$ cat config.mk
export PLATFORM = sky130hd
export DESIGN_NAME = mcc_phase_sequencer
export DESIGN_NICKNAME = d
export VERILOG_FILES = /design/src/rtl/mcc_phase_sequencer.sv
export SDC_FILE = /design/constraint.sdc
export NUM_CORES = 1
export LEC_CHECK = 0
export ABC_AREA = 1
export CORE_UTILIZATION = 33
export CTS_CLUSTER_DIAMETER = 100
export DETAILED_ROUTE_END_ITERATION = 10
export HOLD_SLACK_MARGIN = 0.15
export PLACE_DENSITY_LB_ADDON = 0.3
export SLEW_MARGIN = 5
export SYNTH_ARGS = -nofsm -noshare
export SYNTH_HDL_FRONTEND = slang
export SYNTH_SLANG_ARGS = --single-unit
$ cat constraint.sdc
create_clock -name clk -period 2.8 [get_ports clk]
set_input_delay 0.28 -clock clk [delete_from_list [all_inputs] [get_ports clk]]
set_output_delay 0.28 -clock clk [all_outputs]
set_load 0.005 [all_outputs]
$ cat src/rtl/mcc_phase_sequencer.sv
// mcc_phase_sequencer
//   Multi-pass controller for a shared SIZE-bit dynamic Manchester-carry-chain
//   adder. It accepts a WIDTH-bit operand pair, then feeds the adder one slice
//   per pass, LSB slice first. Each pass is PRE_CYCLES of precharge followed by
//   EVAL_CYCLES of evaluate. The slice carry is chained from one pass to the
//   next, and the WIDTH-bit sum is assembled and returned.
//
//   Ports
//     clk, rst_n                  clock, async active-low reset
//     in_valid/in_ready           request handshake (ready only in IDLE)
//     in_a, in_b, in_cin          WIDTH-bit operands and carry-in
//     add_a, add_b, add_cin       registered slice operands to the adder
//     add_clk                     per-bit phase vector (0 = precharge, 1 = evaluate)
//     add_sum, add_cout           adder result for the current slice
//     out_valid/out_ready         result handshake
//     out_sum, out_cout           assembled sum and final carry
//     busy                        high whenever not IDLE
module mcc_phase_sequencer #(
  parameter  int SIZE        = 16,
  parameter  int PASSES      = 4,
  parameter  int PRE_CYCLES  = 1,
  parameter  int EVAL_CYCLES = 2,
  localparam int WIDTH       = SIZE * PASSES
) (
  input  logic             clk,
  input  logic             rst_n,
  input  logic             in_valid,
  output logic             in_ready,
  input  logic [WIDTH-1:0] in_a,
  input  logic [WIDTH-1:0] in_b,
  input  logic             in_cin,
  output logic [SIZE-1:0]  add_a,
  output logic [SIZE-1:0]  add_b,
  output logic             add_cin,
  output logic [SIZE-1:0]  add_clk,
  input  logic [SIZE-1:0]  add_sum,
  input  logic             add_cout,
  output logic             out_valid,
  input  logic             out_ready,
  output logic [WIDTH-1:0] out_sum,
  output logic             out_cout,
  output logic             busy
);

  localparam int MAXC = (PRE_CYCLES > EVAL_CYCLES) ? PRE_CYCLES : EVAL_CYCLES;
  localparam int CW   = (MAXC > 1) ? $clog2(MAXC) : 1;
  localparam int IW   = (PASSES > 1) ? $clog2(PASSES) : 1;

  typedef enum logic [1:0] {IDLE, PRE, EVAL, DONE} state_t;

  state_t           state, state_d;
  logic [CW-1:0]    cnt, cnt_d;
  logic [IW-1:0]    idx;
  logic [WIDTH-1:0] a_sh, b_sh;   // operands, shifted down one slice per pass
  logic             carry;        // chained slice carry, drives add_cin directly
  logic             accept, capture, last;

  // ---------------------------------------------------------------------------
  // FSM
  // ---------------------------------------------------------------------------
  always_ff @(posedge clk or negedge rst_n) begin
    if (!rst_n) begin
      state <= IDLE;
      cnt   <= '0;
    end else begin
      state <= state_d;
      cnt   <= cnt_d;
    end
  end

  always_comb begin
    state_d = state;
    cnt_d   = cnt;
    accept  = 1'b0;
    capture = 1'b0;
    last    = (idx == IW'(PASSES - 1));
    case (state)
      IDLE: if (in_valid) begin
        accept  = 1'b1;
        state_d = PRE;
        cnt_d   = '0;
      end
      PRE: if (cnt == CW'(PRE_CYCLES - 1)) begin
        state_d = EVAL;
        cnt_d   = '0;
      end else begin
        cnt_d = cnt + CW'(1);
      end
      EVAL: if (cnt == CW'(EVAL_CYCLES - 1)) begin
        capture = 1'b1;
        cnt_d   = '0;
        state_d = last ? DONE : PRE;
      end else begin
        cnt_d = cnt + CW'(1);
      end
      DONE: if (out_ready) state_d = IDLE;
      default: state_d = IDLE;
    endcase
  end

  // ---------------------------------------------------------------------------
  // Datapath
  // ---------------------------------------------------------------------------
  always_ff @(posedge clk or negedge rst_n) begin
    if (!rst_n) begin
      a_sh     <= '0;
      b_sh     <= '0;
      carry    <= 1'b0;
      idx      <= '0;
      add_clk  <= '0;
      out_sum  <= '0;
      out_cout <= 1'b0;
    end else begin
      // Decoded from the next state so the phase vector is a clean flop output.
      add_clk <= {SIZE{state_d == EVAL}};
      if (accept) begin
        a_sh  <= in_a;
        b_sh  <= in_b;
        carry <= in_cin;
        idx   <= '0;
      end
      if (capture) begin
        out_sum[idx*SIZE +: SIZE] <= add_sum;
        if (last) begin
          out_cout <= add_cout;
        end else begin
          // Slice operands only move on an edge that enters PRE, so on the
          // last pass they are held through DONE.
          a_sh  <= a_sh >> SIZE;
          b_sh  <= b_sh >> SIZE;
          carry <= add_cout;
          idx   <= idx + IW'(1);
        end
      end
    end
  end

  assign add_a     = a_sh[SIZE-1:0];
  assign add_b     = b_sh[SIZE-1:0];
  assign add_cin   = carry;
  assign in_ready  = (state == IDLE);
  assign busy      = (state != IDLE);
  assign out_valid = (state == DONE);

endmodule
==> results of run 1 <==
[routing by layer]
layer	vias up	global-route usage (%)	wire (um)	share of wire [%]
met5	-	0	0	0
met4	0	5.580	580	1.9
li1	4765	-	-	-
met2	276	27.95	13370	43
met3	34	3.089	1637	5.2
met1	4250	29.07	15740	50
[final cells by class]
class	instances	share of cell area, %
antenna	2	0.03604
tap	402	3.622
multi-input combinational	940	29.32
clock buffer	18	3.162
timing repair buffer	279	20.26
sequential	200	36.04
clock inverter	14	1.441
inverter	226	6.117
[power by group]
group | switching [W] | leakage, nW | internal (W) | total [W]
Sequential | 0.00106 | 2.36 | 0.00438 | 0.00544
Combinational | 0.00348 | 4.73 | 0.00297 | 0.00645
Clock | 0.00139 | 0.310 | 0.00129 | 0.00268
Total | 0.00592 | 7.41 | 0.00865 | 0.0146
[critical path, cell delays in order, from the launching register on]
cell and delay (ns):
dfrtp_1 0.40, inv_1 0.34, ha_1 0.32, inv_1 0.09, nand3_1 0.51, nor2_1 0.28
nand2_1 0.08, nand2_1 0.08
[Yosys cell counts, drive strengths merged]
master	n	area, sq um
nand2	545	2081
inv	224	840.8
nand3	216	1094
dfrtp	200	5005
nor2	138	558.0
buf	105	671.9
nand3b	32	240.2
clkbuf	24	90.09
ha	6	75.07
a21oi	2	10.01
clkinv	2	8.750
nor3	1	5.000
[flip-flops by register name, summed over array words and instances, names as in the netlist]
name	flops
add_cin	1
state	2
out_cout	1
b_sh	64
out_sum	64
a_sh	64
add_clk	1
cnt	1
idx	2
[how the worst min path moves through the flow]
stage / startpoint / endpoint / slack, ns / cells after the start
after floorplan: rst_n / a_sh[0] / -0.02 / 0
after global placement: rst_n / a_sh[57] / 0.32 / 1
after detailed placement: rst_n / a_sh[61] / 0.32 / 1
after CTS: rst_n / a_sh[33] / 0.41 / 2
after global routing: rst_n / a_sh[57] / 0.43 / 2
final: rst_n / a_sh[57] / 0.39 / 2
[logic make-up after synthesis]
logic type	count (synthesis)	share of synthesized area (%)
and+or+nand+nor	932	37.25
buffers and inverters	355	15.09
DFF	200	46.87
adders and majority gates	6	0.7030
AOI/OAI and AO/OA	2	0.09374
[stage by stage]
step | std cells | setup WS [ns] | hold WS [ns] | total power, W
floorplan | 1495 | 0.6939 | -0.01559 | 0.009327
global placement | 2046 | 0.7029 | 0.3191 | 0.01186
detailed placement | 2046 | 0.6513 | 0.3193 | 0.01200
CTS | 2079 | 0.6403 | 0.4096 | 0.01471
global route | 2081 | 0.4157 | 0.4295 | 0.01582
finish | 2081 | 0.6389 | 0.3904 | 0.01456
==> metrics.txt, run 1 <==
VDD IR-drop max about 0.41 mV; via count approximately 9300; clock-pin slew on the worst setup and hold paths 0.08 ns; core box area ~0.032 sq mm; Post-Syn Area ~0.011 sq mm; RR Startpoint idx[0]; syn_nets approximately 1700; area grow syn2layout 30.05%; CTS max path bufs 2; final setup fails 0; Ys Warns 0; TNS Setup 0 ns; vias in the first global route just under 9000; first-pass GRT wire length 50.15 mm; outcome finished clean; largest net degree at the start of global routing around 130; TritonRoute pass-1 iters 4; Max Fanout on Critical Path 16; DIE WIDTH 181.9 um; Seq/Total Area, Yosys a little under half; total grt overflow 0; critical path arrival about 2.5 ns; clock sinks 200; max frequency around 0.46 GHz; CP Launch Type flip-flop; hpwl dp roughly 22 mm; clk_lat worst skew around 0.44 ns; Vias/cell ~4.5; max_cap viols 0; Setup crit end kind flip-flop; I/O Buffers around 270; Pleak between 7 and 8 nW; worst reg-to-reg setup slack approximately 0.64 ns; Die Height 181.9 um; RSZ-0062 raised after global routing false; most frequent cells in the layout 539 x nand2_1, 264 x clkdlybuf4s50_1, 220 x inv_1; nets@finish 1820; commonest non-fill, non-tap cell in the layout nand2_1; WL/cell ~15 um; CP Launch Point idx[0]; DRT iter0 DRCs about 690; Final Hold Fails 0; period utilisation layout between 70% and 80%; Syn Inst Count approximately 1500; FP Rows 65; fin util 43.79%; Synth Register Bits 200; P per Cell Area 1049 mW/mm^2; RR Endpoint out_sum[3]; io pins around 270; Post-Route WL about 31 mm; Setup CP Type reg -> reg; Inserted Clock Buffers 17; Synth cell types 22; initial antenna violation count 2; number of fill cells in the layout between 3000 and 4000; DRT antenna net count 0; relative slew slack a little under two fifths; Starting Density about a third; Post-CTS Resized 0; GPL Wtd Cong ~0.9; Tot GR Track Use 19.22%; mean cell area of the mapped netlist about 7 sq um; worst hold path class in -> async; Root Buffer clkbuf_16; area of the multi-input gates slightly above 0.004 sq mm; Die ar. between 0.03 and 0.04 sq mm; Slew Limit Fails 0; crit path capture out_sum[3]; Max Clock Skew roughly 0.017 ns; TritonCTS clock tree built; share of layout cells above drive strength 1 under 10%; Cell Area, Placed about 0.013 sq mm; Post-Layout Inst Area 0.01389 sq mm; worst slew pin tran approximately 0.94 ns; Final min period ~2.2 ns; CP required about 3.2 ns; register area about 0.005 sq mm; hold_buf cts 1; H-Tree Depth 4; DRC Markers 0; worst r2r path cells 7; setup bufs post-CTS 0
(Power assumes the default switching activity.)
==> run 2: changes to the inputs <==
- clock period: 2.8 -> 1.8 ns (I/O delays scaled with it)
==> metrics.txt, run 2 (synthesized netlist as in run 1, its figures left out) <==
outcome finished clean; Setup CP Type reg -> reg; Hold WS between 0.2 and 0.25 ns; Tot Pwr between 0.02 and 0.025 W; Root Buffer clkbuf_16; Internal roughly 0.014 W; H-Tree Depth 4; area of the multi-input gates slightly above 0.004 sq mm; Setup crit end kind flip-flop; CP required approximately 2.1 ns; P per Cell Area around 1600 mW/mm^2; Post-Route WL 30.40 mm; DRT antenna net count 0; relative slew slack between 50 and 60%; fin util ~45%; Die Height 181.9 um; register area between 0.005 and 0.006 sq mm; Inserted Clock Buffers 17; Pleak 7.607 nW; Final Hold Fails 0; max frequency roughly 0.59 GHz; most frequent cells in the layout 539 x nand2_1, 261 x clkdlybuf4s50_1, 219 x inv_1; Slew Limit Fails 0; RSZ-0062 raised after global routing false; worst hold path class in -> reg; commonest non-fill, non-tap cell in the layout nand2_1; VDD IR-drop max 0.6439 mV; via count ~9400; Max Clock Skew between 0.02 and 0.03 ns; TritonCTS clock tree built; initial antenna violation count 0; DRC Markers 0; io pins about 270; CP Launch Type flip-flop; vias in the first global route ~9300; hpwl dp 21.14 mm; period utilisation layout between 90% and 100%; clock-pin slew on the worst setup and hold paths 0.08 ns; worst slew pin tran between 0.6 and 0.7 ns; Net Sw Frac 39.08%; DRT iter0 DRCs ~560; Die ar. roughly 0.033 sq mm; clk_lat worst skew 0.44 ns; Max Fanout on Critical Path 129; TritonRoute pass-1 iters 5; Starting Density between 30% and 40%; FP Rows 65; sequential share of power a little over a third; Clock power frac around 17%; area grow syn2layout 33.46%; Comb power frac a little under half; Final min period roughly 1.7 ns; Vias/cell about 4.5; nets@finish around 1800; max_cap viols 0; share of layout cells above drive strength 1 5.686%; Diodes inserted 0; TNS Setup 0 ns; first-pass GRT wire length 49.43 mm; I/O Buffers roughly 270; DIE WIDTH roughly 180 um; number of fill cells in the layout 3194; Tot GR Track Use about a fifth; final setup fails 0; total grt overflow 0; GPL Wtd Cong 0.8821; biggest regs a_sh: 64 flops, b_sh: 64 flops, out_sum: 64 flops; core box area around 0.032 sq mm; Sw Pwr approximately 0.009 W; critical path arrival roughly 2 ns; clock sinks 200; CTS max path bufs 2; largest net degree at the start of global routing 130; WL/cell 14.42 um
## run 2: cell types whose count changed in the layout (fill, tap and decap cells not counted), moves of 2 or more
cell,previous run,this run
buf_4,9,26
clkdlybuf4s50_1,264,261
dlygate4sd2_1,0,2
buf_12,4,12
inv_12,7,1
dfrtp_2,0,3
inv_6,1,4
dfrtp_1,200,197
diode_2,2,0
## run 2: power by group through the flow
stage / logic, W / registers (W) / clock network, W
after floorplan: 0.00660 / 0.00799 / 0
after global placement: 0.0104 / 0.00828 / 0
after detailed placement: 0.0106 / 0.00834 / 0
after CTS: 0.0109 / 0.00825 / 0.00411
after global routing: 0.0123 / 0.00851 / 0.00428
final: 0.0109 / 0.00822 / 0.00402
## run 2: cell type report
class | instances | share of cell area [%]
sequential | 200 | 35.14
multi-input combinational | 940 | 28.67
timing repair buffer | 308 | 22.44
inverter | 226 | 5.961
tap | 402 | 3.529
clock buffer | 18 | 3.011
clock inverter | 14 | 1.247
## run 2: final timing paths
kind / slack [ns] / cells after the start / from / to
setup / recovery: 0.10 / 6 / idx[0] / b_sh[6]
hold / removal: 0.24 / 4 / in_valid / a_sh[43]
setup reg to reg: 0.10 / 6 / idx[0] / b_sh[6]
hold reg to reg: 0.47 / 2 / a_sh[16] / a_sh[0]
max in group asynchronous: 0.85 / 3 / rst_n / b_sh[56]
min in group asynchronous: 0.28 / 2 / rst_n / b_sh[50]
## run 2: metrics by stage
step	cells	worst slack, ns	area (sq um)
after CTS	2107	0.01315	14200
after floorplan	1495	0.01105	10710
after detailed placement	2066	0.1512	13500
after global placement	2066	0.2043	13500
final	2108	0.1050	14250
after global routing	2108	0.01409	14250
## run 2: layer usage
metal	vias to the layer above	wire length, um	global-route usage, %
li1	4826	-	-
met1	4327	14290	25.09
met2	246	14310	31.18
met3	32	1178	2.788
met4	0	625	5.916
met5	-	0	0
## run 2: worst max-delay path: stages (launching register included)
cell     delay (ns)
dfrtp_1        0.40
ha_1           0.25
nor2_1         0.19
nand2_4        0.10
buf_12         0.23
nand3_1        0.21
nand2_1        0.06
## run 2: repair_timing
item,4_1_cts,5_1_grt
endpoints found under the setup margin,19,73
gates resized for setup,5,4
hold buffers,1,0
setup buffers,7,0
gates cloned,1,1
pin swaps,1,0
hold endpoints to repair,48,0
==> run 3: changes to the inputs <==
- clock period: 1.8 -> 1.9 ns (I/O delays scaled with it)
==> metrics.txt, run 3 (synthesized netlist as in run 1, its figures left out) <==
hpwl dp 21.86 mm; Starting Density approximately 34%; nets@finish ~1800; DIE WIDTH between 150 and 200 um; share of layout cells above drive strength 1 4.900%; area grow syn2layout 32.11%; Pleak ~7.5 nW; total grt overflow 0; most frequent cells in the layout 539 x nand2_1, 263 x clkdlybuf4s50_1, 220 x inv_1; RSZ-0062 raised after global routing false; clock sinks 200; Die Height roughly 180 um; period utilisation layout 96.34%; Post-Route WL slightly above 30 mm; core box area between 0.03 and 0.04 sq mm; first-pass GRT wire length 49.54 mm; via count 9218; final setup fails 0; commonest non-fill, non-tap cell in the layout nand2_1; WL/cell roughly 15 um; Post-Layout Inst Area ~0.014 sq mm; CTS max path bufs 2; GPL Wtd Cong 0.8423; Setup crit end kind output pin; Die ar. 0.03308 sq mm; biggest regs a_sh: 64 flops, b_sh: 64 flops, out_sum: 64 flops; Final Hold Fails 0; CP max-delay cell clkdlybuf4s50_1; DRT iter0 DRCs 660; io pins ~270; FP Rows 65; max frequency 0.5463 GHz; DRT antenna net count 0; TritonRoute pass-1 iters 7; TritonCTS clock tree built; Max Fanout on Critical Path 5; Tot GR Track Use approximately a fifth; initial antenna violation count 4; Vias/cell ~4.4; worst stage delay on the critical path about 0.55 ns; Cell Area, Placed 0.01347 sq mm; critical path arrival approximately 1.6 ns; H-Tree Depth 4; Root Buffer clkbuf_16; VDD IR-drop max ~0.65 mV; Final min period 1.830 ns; CP required approximately 1.7 ns; TNS Setup 0 ns; post-placement setup slack between 0.2 and 0.25 ns; largest net degree at the start of global routing approximately 130; CP Launch Type flip-flop; worst hold path class in -> reg; clock-pin slew on the worst setup and hold paths approximately 0.080 ns; max_cap viols 0; Inserted Clock Buffers 17; relative slew slack about three fifths; P per Cell Area approximately 1500 mW/mm^2; Slew Limit Fails 0; outcome finished clean; DRC Markers 0; CP cell instances nand2_1 -> inv_1 -> clkdlybuf4s50_1; worst slew pin tran about 0.6 ns; vias in the first global route roughly 9100; I/O Buffers ~270; clk_lat worst skew between 0.4 and 0.5 ns; Setup CP Type reg -> out; final setup margin 0.06952 ns; Max Clock Skew approximately 0.02 ns
==> run 3: cell count changes in the layout (fill, tap and decap cells not counted), moves of 2 or more <==
cell             delta
buf_4               -9
clkdlybuf4s50_1     +2
clkinv_8            +3
diode_2             +3
dlygate4sd2_1       -2
inv_8               -2
==> run 3: power by group <==
part           switching, W  total, W  internal (W)
Combinational       0.00524   0.00988       0.00464
Sequential          0.00136   0.00782       0.00646
Clock               0.00190   0.00370       0.00180
==> run 3: worst max-delay path, delay by kind of cell (launching register included) <==
kind | cells | cell delay (ns)
buffers and inverters | 2 | 0.68
and+or+nand+nor | 1 | 0.07
DFF | 1 | 0.46
==> run 3: what timing repair did <==
action / CTS / global route
hold endpoints to repair: 52 / 0
hold buffers: 1 / 0
setup buffers: 1 / 0
gates cloned: 0 / 0
pin swaps: 1 / 0
gates resized for setup: 1 / 2
setup endpoints to repair: 2 / 2
==> run 3: final cells by class <==
| type | count | area (sq um) |
|---|---|---|
| sequential | 200 | 5007 |
| fill | 3263 | 17610 |
| antenna | 3 | 7.507 |
| inverter | 226 | 849.6 |
| clock inverter | 14 | 177.7 |
| clock buffer | 18 | 429.2 |
| tap | 402 | 503.0 |
| timing repair buffer | 296 | 3057 |
| multi-input combinational | 940 | 4078 |
==> run 3: path summary, 6_finish.rpt <==
check,startpoint,endpoint,slack [ns],cells after the start
setup / recovery,state[1],out_valid,0.07,3
hold / removal,in_valid,b_sh[16],0.23,4
setup reg to reg,idx[0],b_sh[50],0.17,6
hold reg to reg,out_sum[59],out_sum[59],0.47,2
max in group asynchronous,rst_n,b_sh[18],0.95,3
min in group asynchronous,rst_n,a_sh[61],0.31,2
==> run 3: stage by stage <==
step,util [%],power [W],instances,hold WS (ns)
finish,44.48,0.02140,2099,0.2252
global route,44.48,0.02325,2099,0.2419
CTS,44.45,0.02160,2096,0.2185
detailed placement,42.47,0.01783,2062,0.2384
global placement,42.47,0.01761,2062,0.2340
floorplan,-,0.01378,1495,-0.1056
==> run 3: per-layer routing <==
| metal | vias up | share of wire (%) | wire, um | track usage [%] |
|---|---|---|---|---|
| met2 | 225 | 43 | 13110 | 28.12 |
| met3 | 33 | 4.4 | 1334 | 3.008 |
| met4 | 2 | 2.0 | 600 | 6.017 |
| li1 | 4802 | - | - | - |
| met1 | 4156 | 51 | 15560 | 27.94 |
| met5 | - | 0.036 | 11 | 0 |
